<file path="config.mk">
export PLATFORM = sky130hd
export DESIGN_NAME = seq_alu
export DESIGN_NICKNAME = d
export VERILOG_FILES = /design/src/rtl/seq_alu.sv
export SDC_FILE = /design/constraint.sdc
export NUM_CORES = 1
export LEC_CHECK = 0
export CAP_MARGIN = 20
export CORE_ASPECT_RATIO = 1.4
export CORE_UTILIZATION = 54
export CTS_CLUSTER_SIZE = 20
export DETAILED_ROUTE_END_ITERATION = 8
export PLACE_DENSITY_LB_ADDON = 0.2
export SYNTH_ARGS = -nofsm -noshare
export SYNTH_HDL_FRONTEND = slang
export SYNTH_SLANG_ARGS = --single-unit
</file>
<file path="constraint.sdc">
create_clock -name clk -period 2.8 [get_ports clk]
set_input_delay 0.56 -clock clk [delete_from_list [all_inputs] [get_ports clk]]
set_output_delay 0.56 -clock clk [all_outputs]
set_load 0.02 [all_outputs]
</file>
<file path="src/rtl/seq_alu.sv">
// rtl/seq_alu.sv - registered ALU with valid/ready handshakes and a one-bit-per-clock shifter
module seq_alu #(
  parameter int WIDTH = 8,
  parameter int SHW   = $clog2(WIDTH)
) (
  input  logic             clk,
  input  logic             rst,
  input  logic             in_valid,
  output logic             in_ready,
  input  logic [3:0]       op,
  input  logic [WIDTH-1:0] a,
  input  logic [WIDTH-1:0] b,
  output logic             out_valid,
  input  logic             out_ready,
  output logic [WIDTH-1:0] result,
  output logic             flag_z,
  output logic             flag_n,
  output logic             flag_c,
  output logic             flag_v,
  output logic             err
);

  localparam logic [3:0] OP_OR    = 4'd0;
  localparam logic [3:0] OP_AND   = 4'd1;
  localparam logic [3:0] OP_XOR   = 4'd2;
  localparam logic [3:0] OP_NOR   = 4'd3;
  localparam logic [3:0] OP_NOT_A = 4'd4;
  localparam logic [3:0] OP_PASSA = 4'd5;
  localparam logic [3:0] OP_PASSB = 4'd6;
  localparam logic [3:0] OP_ADD   = 4'd7;
  localparam logic [3:0] OP_SUB   = 4'd8;
  localparam logic [3:0] OP_SLT   = 4'd9;
  localparam logic [3:0] OP_SLTU  = 4'd10;
  localparam logic [3:0] OP_SLL   = 4'd11;
  localparam logic [3:0] OP_SRL   = 4'd12;
  localparam logic [3:0] OP_SRA   = 4'd13;

  // Shift kind is the low two opcode bits: SLL=11, SRL=00, SRA=01
  localparam logic [1:0] K_SLL = 2'b11;
  localparam logic [1:0] K_SRL = 2'b00;

  typedef enum logic {IDLE, SHIFT} state_t;

  state_t           state;
  logic [WIDTH-1:0] work;
  logic [SHW-1:0]   cnt;
  logic [1:0]       kind;

  logic [SHW-1:0]   amt;
  logic             is_shift;
  logic             accept;
  logic             load;
  logic [WIDTH:0]   sum;
  logic [WIDTH:0]   diff;
  logic [WIDTH-1:0] alu_res;
  logic             alu_c;
  logic             alu_v;
  logic             alu_err;
  logic [WIDTH-1:0] step_w;
  logic             step_c;
  logic [WIDTH-1:0] ld_res;
  logic             ld_c;
  logic             ld_v;
  logic             ld_err;

  assign amt      = b[SHW-1:0];
  assign is_shift = (op == OP_SLL) || (op == OP_SRL) || (op == OP_SRA);
  assign in_ready = (state == IDLE) && (!out_valid || out_ready);
  assign accept   = in_valid && in_ready;
  assign sum      = {1'b0, a} + {1'b0, b};
  assign diff     = {1'b0, a} - {1'b0, b};

  always_comb begin
    alu_res = '0;
    alu_c   = 1'b0;
    alu_v   = 1'b0;
    alu_err = 1'b0;
    case (op)
      OP_OR:    alu_res = a | b;
      OP_AND:   alu_res = a & b;
      OP_XOR:   alu_res = a ^ b;
      OP_NOR:   alu_res = ~(a | b);
      OP_NOT_A: alu_res = ~a;
      OP_PASSA: alu_res = a;
      OP_PASSB: alu_res = b;
      OP_ADD: begin
        alu_res = sum[WIDTH-1:0];
        alu_c   = sum[WIDTH];
        alu_v   = (a[WIDTH-1] == b[WIDTH-1]) && (sum[WIDTH-1] != a[WIDTH-1]);
      end
      OP_SUB: begin
        alu_res = diff[WIDTH-1:0];
        alu_c   = diff[WIDTH];
        alu_v   = (a[WIDTH-1] != b[WIDTH-1]) && (diff[WIDTH-1] != a[WIDTH-1]);
      end
      OP_SLT:  alu_res = {{(WIDTH-1){1'b0}}, ($signed(a) < $signed(b))};
      OP_SLTU: alu_res = {{(WIDTH-1){1'b0}}, (a < b)};
      // Only zero-amount shifts complete here; the rest go through SHIFT
      OP_SLL, OP_SRL, OP_SRA: alu_res = a;
      default: alu_err = 1'b1;
    endcase
  end

  always_comb begin
    step_w = work;
    step_c = 1'b0;
    case (kind)
      K_SLL: begin
        step_w = {work[WIDTH-2:0], 1'b0};
        step_c = work[WIDTH-1];
      end
      K_SRL: begin
        step_w = {1'b0, work[WIDTH-1:1]};
        step_c = work[0];
      end
      default: begin
        step_w = {work[WIDTH-1], work[WIDTH-1:1]};
        step_c = work[0];
      end
    endcase
  end

  assign ld_res = (state == SHIFT) ? step_w : alu_res;
  assign ld_c   = (state == SHIFT) ? step_c : alu_c;
  assign ld_v   = (state == SHIFT) ? 1'b0   : alu_v;
  assign ld_err = (state == SHIFT) ? 1'b0   : alu_err;
  assign load   = ((state == IDLE) && accept && !(is_shift && (amt != '0))) ||
                  ((state == SHIFT) && (cnt == SHW'(1)));

  always_ff @(posedge clk or posedge rst) begin
    if (rst) begin
      state     <= IDLE;
      work      <= '0;
      cnt       <= '0;
      kind      <= '0;
      out_valid <= 1'b0;
      result    <= '0;
      flag_z    <= 1'b0;
      flag_n    <= 1'b0;
      flag_c    <= 1'b0;
      flag_v    <= 1'b0;
      err       <= 1'b0;
    end else begin
      if (load) begin
        result    <= ld_res;
        flag_z    <= (ld_res == '0);
        flag_n    <= ld_res[WIDTH-1];
        flag_c    <= ld_c;
        flag_v    <= ld_v;
        err       <= ld_err;
        out_valid <= 1'b1;
      end else if (out_valid && out_ready) begin
        out_valid <= 1'b0;
      end
      case (state)
        IDLE: begin
          if (accept && is_shift && (amt != '0)) begin
            work  <= a;
            cnt   <= amt;
            kind  <= op[1:0];
            state <= SHIFT;
          end
        end
        SHIFT: begin
          work <= step_w;
          cnt  <= cnt - SHW'(1);
          if (cnt == SHW'(1)) state <= IDLE;
        end
      endcase
    end
  end

endmodule
</file>
==> metrics.csv <==
stage,metric,value,unit
timing,hold_viol,0,
detailed_routing,routed_via_density,6.36,
logic_synthesis,synth_warnings,0,
placement,placed_cell_area,4220,um2
setup_path,crit_required,3.00,ns
cts,clk_path_buf_depth,2,
logic_synthesis,synth_area_leaders,"dfrtp_1 (22%), ha_1 (12%), nand2_1 (4.8%), inv_1 (4.3%), a21oi_1 (3.4%)",
setup_path,r2r_cells,9,
setup_path,path_cells,dlygate4sd2_1 > inv_1 > ha_4 > buf_4 > or4_4 > a31oi_4 > a2111oi_4 > o32ai_2 > o211ai_1 > o31ai_2,
die,io_pins,39,
cells_and_area,drive_gt1_share,37.2,%
cts,numCtsBuffers,3,
detailed_routing,wl_per_cell,20.4,um
die,start_util,55.9,%
placement,dp_hpwl,8.65,mm
die,chipHeight,91.2,um
power,leakage,2.16,nW
logic_synthesis,synth_area,3070,um2
logic_synthesis,synth_top_area_share,22.0,%
setup_path,crit_path_end_kind,flop,
setup_path,critPathSlowestCell,or4_4,
power,power.density,594,nW/um2
setup_path,reg2reg_setup_slack,0.06,ns
timing,slew_headroom,57.5,%
logic_synthesis,synth_common_cells,"nand2_1 (39), inv_1 (35), ha_1 (30)",
die,die_w,65.7,um
setup_path,cp_max_fo,3,
detailed_routing,drc,0,
cells_and_area,synthToLayoutAreaGrowth,51.2,%
status,status,completed,
logic_synthesis,postSynthCellCount,376,
timing,post-route-period-util,99.6,%
timing,slew_viol_final,0,
placement,gp_congestion,0.912,
timing,post-route-min-period,2.79,ns
power,power.total,2.75,mW
logic_synthesis,yosysSeqAreaShare,22.0,%
grt,grt_pass1_wl,18.4,mm
logic_synthesis,synth_seq_cells,27,
die,rows,32,
timing,fin_hold_ws,0.492,ns
detailed_routing,first_iter_violations,297,
cts,cts_htree_levels,1,
setup_path,slowest_delay,0.49,ns
grt,track_usage,40.3,%
die,die_area,5990,um2
grt,grt_pass1_vias,3699,
logic_synthesis,syn_avg_cell_area,8.15,um2
timing,tightestPinTransition,0.621,ns
run,max-cap-violations,0,
cts,cts_hold_buf,0,
setup_path,r2r-end,flag_z$_DFFE_PP0P_,
cts,insertion_delay,0.28,ns
cts,cts.sinks,27,
timing,finClkSkew,0.00475,ns
grt,grt_max_degree,28,
logic_synthesis,async_flop_share,100,%
min_path,hold_path_depth,2,
min_path,whs_endpoint,result[5]$_DFFE_PP0P_,
placement,port-buffer-count,38,
cts,cts_tree,yes,
logic_synthesis,synth_most_common_cell,nand2_1,
logic_synthesis,synth-edff-count,0,
logic_synthesis,syn_nets,432,
setup_path,arrival,2.99,ns
cts,root_buffer,clkbuf_8,
grt,antenna_found_initial,0,
cts,clkTransAtPathRegs,0.10,ns
cells_and_area,finalNetCount,568,
min_path,worstHoldStart,result[5]$_DFFE_PP0P_,
logic_synthesis,ys_dominant_reg_cell,dfrtp_1,
setup_path,critPathLaunchType,input port,
logic_synthesis,synth_top_cell_by_area,dfrtp_1,
detailed_routing,ant_nets,0,
timing,setup_violations,0,
timing,fmax,359,MHz
grt,gr-total-overflow,0,
die,coreArea,5490,um2
detailed_routing,wl,11.8,mm
detailed_routing,route.vias.total,3685,
power,ir_drop,0.280,mV
cells_and_area,antenna_cells_inserted,0,
cells_and_area,fin_area,4630,um2
detailed_routing,firstDrtPassIters,5,
logic_synthesis,synth.distinct_cells,75,
setup_path,r2r-start,kind[0]$_DFFE_PP0P_,
min_path,holdCritPathClass,reg2reg,
setup_path,worst-setup-path-type,in2reg,
-- worst max-delay path by stage --
stage | endpoint | start
floorplan | result[7]$_DFFE_PP0P_ | b[1]
global placement | flag_z$_DFFE_PP0P_ | a[0]
detailed placement | flag_z$_DFFE_PP0P_ | a[0]
CTS | result[7]$_DFFE_PP0P_ | b[4]
global route | flag_z$_DFFE_PP0P_ | a[2]
finish | flag_z$_DFFE_PP0P_ | a[2]
-- cells by family after synthesis --
kind of cell	synth area share, %
XOR/XNOR	1.14
multiplexers	7.06
adder cells (fa/ha/maj)	13.6
AO/OA/AOI/OAI	30.0
buffers and inverters	8.00
flip-flops	22.0
AND/OR/NAND/NOR	18.2
-- where the power goes --
| group | switching, mW | total (mW) | internal, mW |
|---|---|---|---|
| Combinational | 0.953 | 1.80 | 0.845 |
| Sequential | 0.151 | 0.725 | 0.574 |
| Clock | 0.128 | 0.230 | 0.102 |
-- flip-flops by register name (all words and copies together), names as in the netlist, 2 cells and up --
register,count
result,8
work,8
kind,2
cnt,3
-- cells in the final DEF, fill, tap and decap left out, types with 15 or more instances in the layout --
cell type        synthesis  layout
clkdlybuf4s50_1          0      24
inv_1                   35      27
buf_4                    1     112
nand2_1                 39      39
a21oi_1                 21      17
ha_1                    30      15
nor2_1                  18      18
o21ai_0                 16      15
dfrtp_1                 27      27
-- routing by layer --
metal  track usage [%]  up-vias  wire length (um)
li1                  -     1639                 -
met1              44.3     1778              4330
met2              68.3      205              5980
met3              5.03       63               750
met4              29.5        0               775
met5                 0        -                 0
-- layout make-up --
type,instances,area [um2]
multi-input cells,288,2410
repair buffers,156,1290
fillers,344,851
flip-flops and latches,27,676
inverters,36,135
well taps,68,85.1
clock buffers,4,45.0
-- timing repair --
action | 4_1_cts | 5_1_grt
resized for setup | 46 | 35
pin swaps | 17 | 14
endpoints found under the setup margin | 8 | 6
setup buffers | 10 | 1
-- stage by stage --
step	utilization, %	instances	worst slack (ns)	setup TNS [ns]
final	84.5	579	0.0116	0
after global routing	84.5	579	-0.0125	-0.0125
after CTS	82.1	578	0.0222	0
after detailed placement	77.0	564	-0.670	-4.17
after global placement	77.0	564	-0.532	-3.45
after floorplan	-	376	0.151	0
-- critical path: cells and delay by family --
kind,cells,cell delay (ns)
compound gates,5,1.19
buf+inv,3,0.53
simple gates,1,0.49
fa+ha+maj,1,0.22
No activity file was read; power rests on OpenSTA's default activity.
